`config.mk`:
```
export PLATFORM = sky130hd
export DESIGN_NAME = tcdm_bank_arbiter
export DESIGN_NICKNAME = d
export VERILOG_FILES = /design/src/rtl/mempool_pkg.sv /design/src/rtl/tcdm_resp_fifo.sv /design/src/rtl/tcdm_bank_arbiter.sv
export SDC_FILE = /design/constraint.sdc
export NUM_CORES = 1
export LEC_CHECK = 0
export CORE_AREA = 4 4 125 127
export CTS_BUF_LIST = sky130_fd_sc_hd__clkbuf_2 sky130_fd_sc_hd__clkbuf_4 sky130_fd_sc_hd__clkbuf_8
export DETAILED_ROUTE_END_ITERATION = 10
export DIE_AREA = 0 0 129 131
export PLACE_DENSITY = 0.8
export RECOVER_POWER = 100
export SYNTH_ARGS = -nofsm -noshare
export SYNTH_HDL_FRONTEND = slang
export SYNTH_HIERARCHICAL = 1
export SYNTH_SLANG_ARGS = --single-unit
```
`constraint.sdc`:
```
create_clock -name clk_i -period 11.1 [get_ports clk_i]
set_input_delay 3.33 -clock clk_i [delete_from_list [all_inputs] [get_ports clk_i]]
set_output_delay 3.33 -clock clk_i [all_outputs]
set_load 0.02 [all_outputs]
```
`src/rtl/mempool_pkg.sv`:
```
// Shared TCDM types used by the interconnect and the per-bank arbiters.
// The bank request/response structs are the common currency between both.
package mempool_pkg;

    localparam int unsigned AddrWidth = 12;
    localparam int unsigned DataWidth = 32;
    localparam int unsigned BeWidth   = DataWidth / 8;

    typedef logic [AddrWidth-1:0] tcdm_addr_t;
    typedef logic [DataWidth-1:0] data_t;
    typedef logic [BeWidth-1:0]   be_t;

    typedef struct packed {
        logic       wen;
        tcdm_addr_t addr;
        data_t      wdata;
        be_t        be;
    } tcdm_bank_req_t;

    typedef struct packed {
        data_t rdata;
    } tcdm_bank_resp_t;

    // Index width that stays legal for a single requester.
    function automatic int unsigned id_width(int unsigned n);
        return (n > 1) ? $clog2(n) : 1;
    endfunction

endpackage

```
`src/rtl/tcdm_resp_fifo.sv`:
```
// Parametric-depth response FIFO; the head is registered storage only,
// so a pushed entry becomes visible the cycle after the push.
module tcdm_resp_fifo #(
    parameter int unsigned Depth = 2,
    parameter type entry_t = logic,
    localparam int unsigned CntWidth = $clog2(Depth + 1)
) (
    input  logic                clk_i,
    input  logic                rst_ni,
    input  logic                push_i,
    input  entry_t              data_i,
    input  logic                pop_i,
    output entry_t              head_o,
    output logic                empty_o,
    output logic                full_o,
    output logic [CntWidth-1:0] count_o
);

    localparam int unsigned PtrWidth = (Depth > 1) ? $clog2(Depth) : 1;

    entry_t              mem_q [Depth];
    logic [PtrWidth-1:0] wr_ptr_q, rd_ptr_q;
    logic [CntWidth-1:0] count_q;

    function automatic logic [PtrWidth-1:0] wrap_inc(input logic [PtrWidth-1:0] p);
        return (32'(p) == Depth - 1) ? '0 : p + 1'b1;
    endfunction

    always_ff @(posedge clk_i or negedge rst_ni) begin
        if (!rst_ni) begin
            wr_ptr_q <= '0;
            rd_ptr_q <= '0;
            count_q  <= '0;
            for (int unsigned i = 0; i < Depth; i++) begin
                mem_q[i] <= '0;
            end
        end else begin
            if (push_i) begin
                mem_q[wr_ptr_q] <= data_i;
                wr_ptr_q        <= wrap_inc(wr_ptr_q);
            end
            if (pop_i) begin
                rd_ptr_q <= wrap_inc(rd_ptr_q);
            end
            case ({push_i, pop_i})
                2'b10:   count_q <= count_q + 1'b1;
                2'b01:   count_q <= count_q - 1'b1;
                default: count_q <= count_q;
            endcase
        end
    end

    assign head_o  = mem_q[rd_ptr_q];
    assign empty_o = (count_q == '0);
    assign full_o  = (count_q == CntWidth'(Depth));
    assign count_o = count_q;

    a_no_overflow: assert property (@(posedge clk_i) disable iff (!rst_ni)
        !(push_i && full_o && !pop_i));
    a_no_underflow: assert property (@(posedge clk_i) disable iff (!rst_ni)
        !(pop_i && empty_o));

endmodule

```
`src/rtl/tcdm_bank_arbiter.sv`:
```
// Round-robin arbiter sharing one single-ported TCDM bank between NumIn
// requesters, with credit-limited reads returned through a shared FIFO.
module tcdm_bank_arbiter
    import mempool_pkg::*;
#(
    parameter int unsigned NumIn     = 4,
    parameter int unsigned RespDepth = 2
) (
    input  logic             clk_i,
    input  logic             rst_ni,
    input  logic [NumIn-1:0] req_valid_i,
    output logic [NumIn-1:0] req_ready_o,
    input  logic [NumIn-1:0] req_wen_i,
    input  tcdm_addr_t       req_addr_i  [NumIn],
    input  data_t            req_wdata_i [NumIn],
    input  be_t              req_be_i    [NumIn],
    output logic             bank_req_o,
    output logic             bank_we_o,
    output tcdm_addr_t       bank_addr_o,
    output data_t            bank_wdata_o,
    output be_t              bank_be_o,
    input  data_t            bank_rdata_i,
    output logic [NumIn-1:0] resp_valid_o,
    input  logic [NumIn-1:0] resp_ready_i,
    output data_t            resp_rdata_o
);

    localparam int unsigned IdWidth  = id_width(NumIn);
    localparam int unsigned CntWidth = $clog2(RespDepth + 1);

    typedef struct packed {
        logic [IdWidth-1:0] id;
        data_t              rdata;
    } resp_entry_t;

    // Handshakes: a request transfers in the cycle req_valid_i[i] and
    // req_ready_o[i] are both high; a response transfers when
    // resp_valid_o[i] and resp_ready_i[i] are both high. Neither side
    // needs to hold an unaccepted beat stable.

    logic [IdWidth-1:0]  ptr_q, gnt_idx, inflight_id_q;
    logic                gnt_valid, inflight_q, credit_ok;
    logic [NumIn-1:0]    eligible;
    tcdm_bank_req_t      bank_req;
    tcdm_bank_resp_t     bank_resp;
    resp_entry_t         fifo_in, fifo_head;
    logic                fifo_pop, fifo_empty, fifo_full;
    logic [CntWidth-1:0] fifo_count;

    // Credit comes from registered state only, so a pop frees it next cycle.
    assign credit_ok = (32'(fifo_count) + 32'(inflight_q)) < RespDepth;

    always_comb begin
        eligible = '0;
        for (int unsigned i = 0; i < NumIn; i++) begin
            eligible[i] = rst_ni & req_valid_i[i] & (req_wen_i[i] | credit_ok);
        end
    end

    always_comb begin
        int unsigned idx;
        idx       = 0;
        gnt_valid = 1'b0;
        gnt_idx   = '0;
        for (int unsigned k = 0; k < NumIn; k++) begin
            idx = (32'(ptr_q) + k) % NumIn;
            if (!gnt_valid && eligible[idx]) begin
                gnt_valid = 1'b1;
                gnt_idx   = IdWidth'(idx);
            end
        end
    end

    always_comb begin
        req_ready_o = '0;
        bank_req    = '0;
        if (gnt_valid) begin
            req_ready_o[gnt_idx] = 1'b1;
            bank_req.wen   = req_wen_i[gnt_idx];
            bank_req.addr  = req_addr_i[gnt_idx];
            bank_req.wdata = req_wdata_i[gnt_idx];
            bank_req.be    = req_be_i[gnt_idx];
        end
    end

    assign bank_req_o   = gnt_valid;
    assign bank_we_o    = bank_req.wen;
    assign bank_addr_o  = bank_req.addr;
    assign bank_wdata_o = bank_req.wdata;
    assign bank_be_o    = bank_req.be;

    always_ff @(posedge clk_i or negedge rst_ni) begin
        if (!rst_ni) begin
            ptr_q         <= '0;
            inflight_q    <= 1'b0;
            inflight_id_q <= '0;
        end else begin
            if (gnt_valid) begin
                ptr_q <= (32'(gnt_idx) == NumIn - 1) ? '0 : gnt_idx + 1'b1;
            end
            inflight_q    <= gnt_valid & ~bank_req.wen;
            inflight_id_q <= gnt_idx;
        end
    end

    // SRAM data is valid the cycle after the access, alongside inflight_q.
    assign bank_resp.rdata = bank_rdata_i;
    assign fifo_in.id      = inflight_id_q;
    assign fifo_in.rdata   = bank_resp.rdata;
    assign fifo_pop        = !fifo_empty && resp_ready_i[fifo_head.id];

    tcdm_resp_fifo #(
        .Depth   (RespDepth),
        .entry_t (resp_entry_t)
    ) i_resp_fifo (
        .clk_i   (clk_i),
        .rst_ni  (rst_ni),
        .push_i  (inflight_q),
        .data_i  (fifo_in),
        .pop_i   (fifo_pop),
        .head_o  (fifo_head),
        .empty_o (fifo_empty),
        .full_o  (fifo_full),
        .count_o (fifo_count)
    );

    always_comb begin
        resp_valid_o = '0;
        if (!fifo_empty) begin
            resp_valid_o[fifo_head.id] = 1'b1;
        end
    end

    assign resp_rdata_o = fifo_empty ? '0 : fifo_head.rdata;

    a_bank_req_matches: assert property (@(posedge clk_i) disable iff (!rst_ni)
        bank_req_o == |req_ready_o);
    a_ready_onehot: assert property (@(posedge clk_i) disable iff (!rst_ni)
        $onehot0(req_ready_o));
    a_resp_onehot: assert property (@(posedge clk_i) disable iff (!rst_ni)
        $onehot0(resp_valid_o));
    a_push_has_room: assert property (@(posedge clk_i) disable iff (!rst_ni)
        !(inflight_q && fifo_full && !fifo_pop));

endmodule

```
* Word level (Yosys, flattened, before mapping)
Index checks and enable logic that the tools add are counted.
** Storage, ports and cells
- Bits in registers :: 77
- Bits in latches :: 0
- Memory bits (writable) :: 0
- Bits in read-only memories :: 0
- Output and inout port bits :: 90
- Word-level logic and storage cells :: 112
- Memories :: 0
** Cells by class
- $add $sub $neg :: 9
- Multiply operators :: 0
- Div/mod/pow operators :: 0
- $lt $le $gt $ge :: 13
- Equality and inequality tests :: 3
- Shift operators :: 0
- Multiplexer cells :: 47
- Bitwise operators :: 17
- Reductions and logical operators :: 13
** Operators with widths (count)
- two-way mux 34 bit :: 4
- two-way mux 32 bit :: 3
- bitwise mux 68 bit :: 1
- binary-select mux 32 bit (select 2 bit) :: 1
- two-way mux 49 bit :: 1
- demux 34 bit (select 1 bit) :: 1
- binary-select mux 12 bit (select 2 bit) :: 1
- two-way mux 12 bit :: 2
- < comparator 2 x 3 -> 1 bit, second input constant :: 6
- two-way mux 4 bit :: 4
- two-way mux 1 bit :: 14
- binary-select mux 1 bit (select 2 bit) :: 6
- two-way mux 2 bit :: 5
- bitwise AND 1 bit :: 9
- binary-select mux 4 bit (select 2 bit) :: 1
- logical AND 1 bit :: 7
- adder 2 x 1 -> 2 bit, second input constant :: 3
- adder 2 bit, second input constant :: 2
- demux 1 bit (select 2 bit) :: 2
- equality test 2 bit, second input constant :: 2
- >= comparator 2 x 1 -> 1 bit, second input constant :: 2
- >= comparator 2 bit, second input constant :: 2
- zero test 1 bit :: 4
- inverter 1 -> 2 bit :: 2
- 13 further kinds :: 17

* Longest topological paths before layout
Gate-level depths: netlist of the first run.
- Depth after elaboration :: 23
- Gate-level depth with buffers :: 10

* Cells and area by module
Netlist of the first run, hierarchy kept.
** Modules (own cells, without submodules)
- tcdm_resp_fifo :: times used 1, cells an instance 196, area each 3129.3 um^2, sequential area each 1801.7 um^2
- tcdm_bank_arbiter :: times used 1, cells an instance 251, area each 2180.8 um^2, sequential area each 125.1 um^2

* Least setup slack after synthesis of the first run
No wires, ideal clock.
- Kind :: in2out
- Start :: input req_wen_i[1]
- End :: output req_ready_o[0]
- Arrival time :: 4.935 ns
- Data required time :: 7.770 ns
- Setup slack :: 2.835 ns
- Stages on the path :: 8
- Buffers on the path :: 2
- Path through :: o211a_1 or3_1 and3_1 buf_6 clkinv_4 clkbuf_1 ha_1 and2_1
** On the way
- Word-level cells in the longest chain between the ends :: 19
- Elaborated cells on any way between the ends :: 30
- Those cells by class :: order compare (2); mux (19); bitwise (2); reduce/logical (7)
** Ends and longest elaborated chain
- start, declared :: RTL line tcdm_bank_arbiter.sv:13 : input logic [NumIn-1:0] req_wen_i,
- bitwise OR 1 bit * :: RTL line tcdm_bank_arbiter.sv:56 : eligible[i] = rst_ni & req_valid_i[i] & (req_wen_i[i] | credit_ok);
- bitwise AND 1 bit * :: RTL line tcdm_bank_arbiter.sv:56
- binary-select mux 1 bit (select 2 bit) :: RTL line tcdm_bank_arbiter.sv:67 : if (!gnt_valid && eligible[idx]) begin
- two-way mux 1 bit (implied by the code) :: RTL line tcdm_bank_arbiter.sv:67
- two-way mux 1 bit :: RTL line tcdm_bank_arbiter.sv:67
- zero test 1 bit :: RTL line tcdm_bank_arbiter.sv:67
- logical AND 1 bit :: RTL line tcdm_bank_arbiter.sv:67
- two-way mux 1 bit :: RTL line tcdm_bank_arbiter.sv:67
- (+4 left out)
- logical AND 1 bit :: RTL line tcdm_bank_arbiter.sv:67
- two-way mux 2 bit * :: RTL line tcdm_bank_arbiter.sv:67
- named net gnt_idx[0] :: RTL line tcdm_bank_arbiter.sv:41 : logic [IdWidth-1:0] ptr_q, gnt_idx, inflight_id_q;
- < comparator 2 x 3 -> 1 bit (implied by the code) or >= comparator 2 x 1 -> 1 bit (tied branches) :: RTL line tcdm_bank_arbiter.sv:78 : req_ready_o[gnt_idx] = 1'b1;
- logical AND 1 bit (implied by the code) :: RTL line tcdm_bank_arbiter.sv:78
- two-way mux 1 bit (implied by the code) :: RTL line tcdm_bank_arbiter.sv:78
- demux 1 bit (select 2 bit) * :: RTL line tcdm_bank_arbiter.sv:78
- two-way mux 4 bit * :: RTL line tcdm_bank_arbiter.sv:77 : if (gnt_valid) begin
- end, declared :: RTL line tcdm_bank_arbiter.sv:12 : output logic [NumIn-1:0] req_ready_o,
Mark *: on every way through the listed nets, which the timed path passes. The rest lies on a longest branch. The select of a mux whose other input is x is not followed.

* Final worst setup path of the first run
- Start :: input req_wen_i[1]
- End :: output bank_addr_o[1]
** On the way
- Word-level cells in the longest chain between the ends :: 19
- Elaborated cells on any way between the ends :: 29
- Those cells by class :: mux (20); bitwise (3); reduce/logical (6)
** Ends and longest elaborated chain
- bitwise OR 1 bit * :: RTL line tcdm_bank_arbiter.sv:56
- bitwise AND 1 bit * :: RTL line tcdm_bank_arbiter.sv:56
- binary-select mux 1 bit (select 2 bit) :: RTL line tcdm_bank_arbiter.sv:67
- two-way mux 1 bit (implied by the code) :: RTL line tcdm_bank_arbiter.sv:67
- two-way mux 1 bit :: RTL line tcdm_bank_arbiter.sv:67
- zero test 1 bit :: RTL line tcdm_bank_arbiter.sv:67
- logical AND 1 bit :: RTL line tcdm_bank_arbiter.sv:67
- two-way mux 1 bit :: RTL line tcdm_bank_arbiter.sv:67
- (+2 left out)
- two-way mux 1 bit :: RTL line tcdm_bank_arbiter.sv:67
- zero test 1 bit :: RTL line tcdm_bank_arbiter.sv:67
- logical AND 1 bit :: RTL line tcdm_bank_arbiter.sv:67
- two-way mux 2 bit :: RTL line tcdm_bank_arbiter.sv:67
- inverter 2 -> 3 bit (implied by the code) :: RTL line tcdm_bank_arbiter.sv:80 : bank_req.addr = req_addr_i[gnt_idx];
- binary-select mux 12 bit (select 2 bit) :: RTL line tcdm_bank_arbiter.sv:80
- two-way mux 12 bit (implied by the code) (2 in series) :: RTL line tcdm_bank_arbiter.sv:80
- two-way mux 49 bit * :: RTL line tcdm_bank_arbiter.sv:77
- end, declared :: RTL line tcdm_bank_arbiter.sv:19 : output tcdm_addr_t bank_addr_o,
Mark *: on every way between the ends. The rest lies on a longest branch, timed or not. The select of a mux whose other input is x is not followed.

==> flow_metrics.py, run 1 <==
metrics = {
    "cts": {
        "cts.hold.buffers_added": 0,
        "htree_num_levels": 3,
        "clock_sink_count": 77,
        "root_buffer": "clkbuf_8",
        "clkSlewWorstSetupHoldPaths_ns": 0.07,
        "postCtsSetupBuffers": 0,
        "clk_path_buf_depth": 2,
        "tritoncts_buffers": 9,
        "cts_tree": "yes",
        "post_cts_resized": 0,
        "clk_latency_ns": 0.34,
    },
    "timing": {
        "max_transition_margin_pct": -171.3,
        "tns_ns": 0,
        "timing_hold_violations_final": 0,
        "grt_setup_unrepaired": "false",
        "timing.final.setup_violations": 0,
        "tightest_hold_margin_ns": 0.4900,
        "final_min_period_over_clock_period_pct": 91.32,
        "layout_min_cycle_time_ns": 10.14,
        "post-route-worst-setup-slack_ns": 0.9633,
        "timing.clock.skew_ns": 0.006538,
        "timing_worst_slew_pin_value_ns": 4.070,
        "finalMaxSlewViolations": 148,
        "fmax_mhz": 98.65,
    },
    "final_layout": {
        "finalCoreUtilization_pct": 61.15,
        "finish.cell_count_without_fillers": 944,
        "finalNetCount": 997,
        "post_route_cells_drive_above_1_share_pct": 18.18,
        "finish.instance_area_sq_mm": 0.008820,
        "flow.area_growth_from_synthesis_pct": 66.29,
    },
    "floorplan": {
        "die-width_um": 129,
        "fp.dieArea_sq_mm": 0.01690,
        "io_pins": 328,
        "floorplan.initialDensity_pct": 36.77,
        "design.core.area_sq_mm": 0.01442,
        "die_height_um": 131,
        "floorplan.rows": 44,
    },
    "route": {
        "wirelength_mm": 19.97,
        "antenna_left": 0,
        "drt_drc_violations_left": 0,
        "drt_pass_1_iters": 4,
        "detail_route.wl_per_cell_um": 21.15,
        "detail_route.iter0.violations": 256,
        "route.vias.total": 4881,
        "detail_route.vias_per_cell": 5.171,
    },
    "status": {
        "failing_checks": "capacitance limit, slew limit",
        "run_status": "finished with violations",
    },
    "global_route": {
        "groute.usage.overall_pct": 22.71,
        "antenna_found_initial": 0,
        "global_route.overflow_total": 0,
        "grt_start_max_net_pins": 78,
        "wire_length_of_the_first_global_routing_pass_mm": 29.47,
        "first_global_vias": 5217,
    },
    "setup_path": {
        "worstSetupStartpointType": "input port",
        "largest_incremental_delay_on_the_critical_path_ns": 0.74,
        "crit_arrival_ns": 6.81,
        "reg2reg_slack_ns": 7.71,
        "timing.rr.start": "inflight_q",
        "timing.critical_path.max_delay_family": "buffers and inverters",
        "critical-path-slowest-cell": "dlygate4sd3_1",
        "r2r.worst_path.cells": 3,
        "timing.critical_path.mode_cell": "dlygate4sd3_1",
        "required_ns": 7.77,
        "r2r_end": "i_resp_fifo/mem_q[42]",
        "worstSetupPathType": "in -> out",
        "critical_path.n_buffers_inverters": 3,
        "worst_setup_path_end_kind": "primary output",
        "crit_chain": "dlygate4sd3_1, o211a_1, or3_1, and3_1, clkinv_4, nand2_4, o22ai_1, dlygate4sd3_1",
        "crit_path_max_fanout": 53,
    },
    "power": {
        "power_report.internal_total_mw": 1.290,
        "leakage_nw": 3.639,
        "total_power_of_the_final_layout_mw": 2.171,
        "share_of_total_power_in_sequential_cells_pct": 23.4,
        "ir_worst_vdd_mv": 0.1007,
        "p_comb_share_pct": 65.9,
        "switching_share_pct": 40.57,
        "power.clock.fraction_pct": 10.7,
        "power-per-cell-area_mw_per_mm2": 246.2,
        "power.switching_uw": 881.0,
    },
    "min_path": {
        "worstHoldStart": "i_resp_fifo/mem_q[40]",
        "timing.hold.worst_endpoint": "i_resp_fifo/mem_q[40]",
        "holdCritPathClass": "reg -> reg",
        "holdPathStages": 1,
    },
    "synth": {
        "yosysWarnings": 6,
        "postSynthCellCount": 446,
        "syn_area_per_cell_sq_um": 11.89,
        "synth.cell_area_sq_mm": 0.005304,
        "syn-num-nets": 689,
    },
    "placed_design": {
        "finalWeightedCongestion": 0.9921,
        "detailedPlacementHpwl_mm": 15.95,
        "post-place-cells": 927,
        "post-place-ws_ns": 1.202,
        "io_buffer_count": 327,
        "place_area_sq_mm": 0.008615,
    },
    "run": {
        "drv.max_cap_violation_count": 3,
    },
}
-- sequential cells by signal, indices dropped and copies added, names as in the netlist --
signal and cells:
ptr_q 2, i_resp_fifo/count_o 2, inflight_q 1, i_resp_fifo/mem_q 68, inflight_id_q 2, i_resp_fifo/rd_ptr_q 1, i_resp_fifo/wr_ptr_q 1
-- power by group through the flow --
stage	combinational [mW]	clock (mW)	sequential (mW)
5_1_grt	1.53	0.251	0.526
2_1_floorplan	0.967	0	0.479
6_report	1.43	0.233	0.508
3_5_place_dp	1.50	0	0.515
4_1_cts	1.51	0.239	0.510
3_3_place_gp	1.49	0	0.500
-- final cells by class --
type                    instances  area [sq um]
repair buffers                333          3317
flip-flops and latches         77          1927
multi-input cells             329          3099
clock inverters                 6         86.33
fillers                      1150          5604
inverters                       4         20.02
clock buffers                  10         137.6
diodes                          1         2.502
well taps                     184         230.2
-- per-layer routing --
metal | global-route usage, % | wire, um | up-vias
met3 | 5.894 | 1436 | 32
met5 | 0 | 0 | -
met2 | 38.72 | 9870 | 206
li1 | - | - | 2278
met4 | 5.250 | 403 | 0
met1 | 29.01 | 8258 | 2365
-- worst max path at each step --
stage                     depth (start not counted)          endpoint         start  slack [ns]
after floorplan                                   8    req_ready_o[0]  req_wen_i[1]        2.84
after global placement                            8  bank_wdata_o[25]  req_wen_i[1]        1.23
after detailed placement                          8    bank_addr_o[1]  req_wen_i[1]        1.20
after CTS                                         8    bank_addr_o[1]  req_wen_i[1]        1.20
after global routing                              8    bank_addr_o[1]  req_wen_i[1]        0.82
final                                             8    bank_addr_o[1]  req_wen_i[1]        0.96
-- cell usage in the layout, fill, tap and decap left out, types with 5 or more instances in the layout --
cell type	count
mux2_2	100
nor2_1	5
dfrtp_1	77
dlygate4sd3_1	120
clkbuf_8	10
clkdlybuf4s50_1	206
mux2i_1	98
nor2b_1	33
o22ai_2	10
and2_1	5
o22ai_1	39
ha_1	5
Power figures use the tool's default switching activity.
==> run 2, diff against run 1 <==
Settings changed: CAP_MARGIN set to 25.
==> run 2 against run 1 <==
Compared with the run above:
- the run still ends with capacitance limit, slew limit left
- clock skew up 0.0025 ns
- final cell count up 0.11%
- first-iteration DRC count up 3.5%
- highest routed layer unchanged
- via count about the same
- wire length down 0.38%
- critical path type unchanged
- worst hold slack about the same
- final area about the same
- count of clock-buffer cells in the layout unchanged
- global-route usage unchanged
- sequential share of layout area about the same
- register-to-register slack better by 0.41 ns
==> flow_metrics.py, run 2 (synthesized netlist as in run 1, its figures left out) <==
metrics = {
    "status": {
        "run_status": "finished with violations",
        "failing_checks": "capacitance limit, slew limit",
    },
    "run": {
        "drv.max_cap_violation_count": 2,
    },
    "setup_path": {
        "timing.rr.start": "inflight_q",
        "worst_setup_path_end_kind": "primary output",
        "critical-path-slowest-cell": "dlygate4sd3_1",
        "crit_start": "req_wen_i[1]",
        "worstSetupPathType": "in -> out",
        "critical_path.n_buffers_inverters": 3,
        "crit_path_max_fanout": 53,
        "worstSetupStartpointType": "input port",
        "largest_incremental_delay_on_the_critical_path_ns": 0.74,
        "cp.depth": 8,
        "crit_chain": "dlygate4sd3_1, o211a_1, or3_1, and3_1, clkinv_4, nand2_4, o22ai_1, dlygate4sd3_1",
        "crit_arrival_ns": 6.81,
        "timing.critical_path.max_delay_family": "buffers and inverters",
        "required_ns": 7.77,
        "timing.critical_path.mode_cell": "dlygate4sd3_1",
        "r2r.worst_path.cells": 4,
    },
    "cts": {
        "clk_path_buf_depth": 2,
        "cts_tree": "yes",
        "htree_num_levels": 3,
        "cts.hold.buffers_added": 0,
        "clkSlewWorstSetupHoldPaths_ns": 0.07,
        "post_cts_resized": 0,
        "postCtsSetupBuffers": 0,
        "clk_latency_ns": 0.34,
        "tritoncts_buffers": 9,
        "root_buffer": "clkbuf_8",
        "clock_sink_count": 77,
    },
    "power": {
        "leakage_nw": 3.641,
        "ir_worst_vdd_mv": 0.1016,
        "power-per-cell-area_mw_per_mm2": 245.7,
    },
    "global_route": {
        "grt_start_max_net_pins": 78,
        "groute.usage.overall_pct": 22.71,
        "first_global_vias": 5217,
        "wire_length_of_the_first_global_routing_pass_mm": 29.47,
        "global_route.overflow_total": 0,
        "antenna_found_initial": 0,
    },
    "final_layout": {
        "most_common_library_cell_in_the_layout_ignoring_fill_and_taps": "clkdlybuf4s50_1",
        "finalNetCount": 999,
        "flow.area_growth_from_synthesis_pct": 66.38,
        "top_library_cells_by_usage_in_the_layout_fill_and_taps_aside": "206 x clkdlybuf4s50_1, 120 x dlygate4sd3_1, 100 x mux2_2, 98 x mux2i_1, 77 x dfrtp_1",
        "largest_register_ffs": 68,
        "diodes": 0,
        "largest_register": "i_resp_fifo/mem_q",
        "post_route_cells_drive_above_1_share_pct": 18.13,
        "finish.cell_count_without_fillers": 945,
    },
    "route": {
        "antenna_left": 0,
        "drt_pass_1_iters": 6,
        "detail_route.iter0.violations": 265,
        "detail_route.vias_per_cell": 5.164,
        "wirelength_mm": 19.89,
        "route.vias.total": 4880,
        "detail_route.wl_per_cell_um": 21.05,
        "drt_drc_violations_left": 0,
    },
    "floorplan": {
        "die-width_um": 129,
        "floorplan.initialDensity_pct": 36.77,
        "die_height_um": 131,
        "io_pins": 328,
        "design.core.area_sq_mm": 0.01442,
        "fp.dieArea_sq_mm": 0.01690,
        "floorplan.rows": 44,
    },
    "placed_design": {
        "finalWeightedCongestion": 0.9921,
        "io_buffer_count": 327,
        "detailedPlacementHpwl_mm": 15.95,
        "post-place-cells": 927,
    },
    "timing": {
        "timing.final.setup_violations": 0,
        "timing_worst_slew_pin_value_ns": 3.930,
        "tns_ns": 0,
        "timing_hold_violations_final": 0,
        "max_transition_margin_pct": -162.0,
        "layout_min_cycle_time_ns": 10.14,
        "fmax_mhz": 98.63,
        "finalMaxSlewViolations": 112,
        "timing.clock.skew_ns": 0.009037,
        "grt_setup_unrepaired": "false",
        "final_min_period_over_clock_period_pct": 91.34,
    },
    "min_path": {
        "worstHoldStart": "i_resp_fifo/mem_q[40]",
        "holdCritPathClass": "reg -> reg",
        "holdPathStages": 1,
    },
}
run 2: report_power, final:
| part | switching [mW] | internal [mW] |
|---|---|---|
| clock network | 0.0994 | 0.132 |
| logic | 0.696 | 0.732 |
| registers | 0.0840 | 0.424 |
| total | 0.880 | 1.29 |
run 2: cell type report:
cell class / instances / area [sq um]
clock buffers: 10 / 137.6
clock inverters: 6 / 86.33
fillers: 1150 / 5599
inverters: 4 / 20.02
multi-input cells: 329 / 3099
flip-flops and latches: 77 / 1927
well taps: 184 / 230.2
repair buffers: 335 / 3324
run 2: path summary, 6_finish.rpt:
kind,end,slack [ns]
worst max-delay path,bank_addr_o[1],0.96
min in group asynchronous,i_resp_fifo/mem_q[4],3.05
worst min-delay path,i_resp_fifo/mem_q[40],0.49
worst max register to register,i_resp_fifo/mem_q[42],8.12
max in group asynchronous,i_resp_fifo/mem_q[9],4.10
worst min register to register,i_resp_fifo/mem_q[40],0.49
run 2: layer usage:
metal  wire [um]  vias to the layer above  global-route usage (%)  share of wire [%]
li1            -                     2282                       -                  -
met4         405                        0                   5.250                2.0
met3        1411                       29                   5.894                7.1
met5           0                        -                       0                  0
met2        9847                      199                   38.72                 49
met1        8230                     2370                   29.01                 41
run 2: stage by stage:
step | area (sq um) | hold slack (ns) | power, mW | util (%) | worst slack (ns)
2_1_floorplan | 5304 | 0.4541 | 1.446 | - | 2.835
3_3_place_gp | 8615 | 0.4634 | 1.985 | 59.72 | 1.233
3_5_place_dp | 8615 | 0.4811 | 2.017 | 59.72 | 1.202
4_1_cts | 8838 | 0.4978 | 2.261 | 61.28 | 1.196
5_1_grt | 8825 | 0.5137 | 2.303 | 61.18 | 0.8186
6_report | 8825 | 0.4902 | 2.168 | 61.18 | 0.9611
==> run 3, diff against run 2 <==
Settings changed: REMOVE_ABC_BUFFERS set to 1.
==> run 3 against run 2 <==
Compared with the run above:
- first-iteration DRC count is 36% lower
- worst setup slack worse by 0.25 ns
- final area is 1.2% lower
- core utilization is 0.73 points lower
- count of clock-buffer cells in the layout is 3 higher
- total power is 2.4% lower
- via count is 0.16% higher
- worst hold slack better by 0.012 ns
- wire length is 0.30% lower
- final cell count is 0.11% lower
- the flow still finishes with violations (capacitance limit, slew limit)
- sequential cell count stayed put
- critical endpoint is now bank_addr_o[2]
- global-route usage is 0.63 points lower
==> flow_metrics.py, run 3 (synthesized netlist as in run 1, its figures left out) <==
metrics = {
    "route": {
        "detail_route.vias_per_cell": 5.178,
        "drt_drc_violations_left": 0,
        "wirelength_mm": 19.83,
        "antenna_left": 0,
        "drt_pass_1_iters": 4,
        "route.vias.total": 4888,
        "detail_route.iter0.violations": 170,
        "detail_route.wl_per_cell_um": 21.01,
    },
    "cts": {
        "htree_num_levels": 3,
        "clk_latency_ns": 0.34,
        "post_cts_resized": 0,
        "cts.hold.buffers_added": 0,
        "clk_path_buf_depth": 2,
        "postCtsSetupBuffers": 0,
        "cts_tree": "yes",
        "root_buffer": "clkbuf_8",
        "tritoncts_buffers": 9,
        "clkSlewWorstSetupHoldPaths_ns": 0.07,
        "clock_sink_count": 77,
    },
    "global_route": {
        "first_global_vias": 5200,
        "antenna_found_initial": 1,
        "grt_start_max_net_pins": 78,
        "wire_length_of_the_first_global_routing_pass_mm": 28.68,
        "groute.usage.overall_pct": 22.08,
        "global_route.overflow_total": 0,
    },
    "placed_design": {
        "post-place-cells": 927,
        "detailedPlacementHpwl_mm": 15.81,
        "post-place-ws_ns": 1.198,
        "place_area_sq_mm": 0.008615,
        "io_buffer_count": 327,
        "finalWeightedCongestion": 0.9687,
    },
    "run": {
        "drv.max_cap_violation_count": 4,
    },
    "power": {
        "power.switching_uw": 870.8,
        "power_report.internal_total_mw": 1.246,
        "power-per-cell-area_mw_per_mm2": 242.7,
        "leakage_nw": 3.595,
        "power.clock.fraction_pct": 8.8,
        "ir_worst_vdd_mv": 0.08698,
        "share_of_total_power_in_sequential_cells_pct": 24.0,
        "switching_share_pct": 41.14,
        "p_comb_share_pct": 67.2,
    },
    "setup_path": {
        "crit_end": "bank_addr_o[2]",
        "required_ns": 7.77,
        "crit_arrival_ns": 7.06,
        "r2r_end": "i_resp_fifo/mem_q[53]",
        "reg2reg_slack_ns": 7.98,
        "r2r.worst_path.cells": 4,
        "worst_setup_path_end_kind": "primary output",
        "timing.rr.start": "inflight_q",
        "crit_start": "req_wen_i[1]",
        "crit_path_max_fanout": 53,
        "worstSetupStartpointType": "input port",
        "worstSetupPathType": "in -> out",
    },
    "timing": {
        "fmax_mhz": 96.26,
        "layout_min_cycle_time_ns": 10.39,
        "timing.final.setup_violations": 0,
        "finalMaxSlewViolations": 134,
        "max_transition_margin_pct": -64.12,
        "timing_hold_violations_final": 0,
        "timing_worst_slew_pin_value_ns": 2.462,
        "post-route-worst-setup-slack_ns": 0.7112,
        "grt_setup_unrepaired": "false",
        "final_min_period_over_clock_period_pct": 93.59,
        "timing.clock.skew_ns": 0.006048,
    },
    "floorplan": {
        "die_height_um": 131,
        "die-width_um": 129,
        "floorplan.rows": 44,
        "design.core.area_sq_mm": 0.01442,
        "io_pins": 328,
        "floorplan.initialDensity_pct": 36.77,
        "fp.dieArea_sq_mm": 0.01690,
    },
    "status": {
        "failing_checks": "capacitance limit, slew limit",
        "run_status": "finished with violations",
    },
    "final_layout": {
        "finalCoreUtilization_pct": 60.45,
        "finalNetCount": 999,
        "top_library_cells_by_usage_in_the_layout_fill_and_taps_aside": "212 x clkdlybuf4s50_1, 114 x dlygate4sd3_1, 101 x mux2_2, 98 x mux2i_1, 77 x dfrtp_1",
        "most_common_library_cell_in_the_layout_ignoring_fill_and_taps": "clkdlybuf4s50_1",
        "flow.area_growth_from_synthesis_pct": 64.40,
        "diodes": 0,
        "post_route_cells_drive_above_1_share_pct": 17.11,
        "largest_register": "i_resp_fifo/mem_q",
        "largest_register_ffs": 68,
        "finish.instance_area_sq_mm": 0.008720,
        "finish.cell_count_without_fillers": 944,
    },
    "min_path": {
        "holdCritPathClass": "reg -> reg",
        "holdPathStages": 1,
    },
}
## run 3: cell count changes in the layout (fill, tap and decap cells not counted), sizes merged
cell / change
clkdlybuf4s50: +6
clkinv: -1
dlygate4sd3: -6
bufinv: -2
clkinvlp: -1
clkbuf: +3
## run 3: layout make-up
cell class | count | area (sq um)
Inverter | 4 | 20.02
Tap cell | 184 | 230.2
Sequential cell | 77 | 1927
Multi-Input combinational cell | 329 | 3048
Clock buffer | 13 | 160.2
Fill cell | 1153 | 5704
Clock inverter | 2 | 10.01
Timing Repair Buffer | 335 | 3324
## run 3: worst min path at each step
stage | start | to | slack, ns
6_report | i_resp_fifo/mem_q[5] | i_resp_fifo/mem_q[5] | 0.50
4_1_cts | i_resp_fifo/mem_q[40] | i_resp_fifo/mem_q[40] | 0.50
3_5_place_dp | i_resp_fifo/mem_q[40] | i_resp_fifo/mem_q[40] | 0.48
2_1_floorplan | i_resp_fifo/mem_q[40] | i_resp_fifo/mem_q[40] | 0.45
5_1_grt | i_resp_fifo/mem_q[5] | i_resp_fifo/mem_q[5] | 0.51
3_3_place_gp | i_resp_fifo/mem_q[41] | i_resp_fifo/mem_q[41] | 0.47
## run 3: metrics by stage
step	TNS [ns]	hold WS, ns	total power, mW
finish	0	0.5019	2.117
global route	0	0.5133	2.262
CTS	0	0.4961	2.226
detailed placement	0	0.4788	2.027
global placement	0	0.4664	1.991
floorplan	-3.028	0.4541	1.429
## run 3: routing by layer
| metal | vias up | routed length (um) | part of all wire, % | global-route usage, % |
|---|---|---|---|---|
| met1 | 2359 | 7545 | 38 | 25.87 |
| met3 | 42 | 1632 | 8.2 | 7.317 |
| met5 | - | 11 | 0.055 | 0 |
| li1 | 2280 | - | - | - |
| met4 | 2 | 548 | 2.8 | 6.794 |
| met2 | 205 | 10100 | 51 | 38.41 |
## run 3: power groups by stage
stage	logic (mW)	clock network (mW)	registers [mW]
2_1_floorplan	0.933	0	0.496
3_3_place_gp	1.49	0	0.500
3_5_place_dp	1.51	0	0.516
4_1_cts	1.52	0.195	0.511
5_1_grt	1.53	0.207	0.526
6_report	1.42	0.186	0.508
## run 3: critical path, cell delays in order
cell and delay (ns):
dlygate4sd3_1 0.57, o211a_1 0.29, or3_1 0.36, and3_1 0.24, clkinv_4 0.35, nand2_2 0.67, o22ai_1 0.51, dlygate4sd3_1 0.73
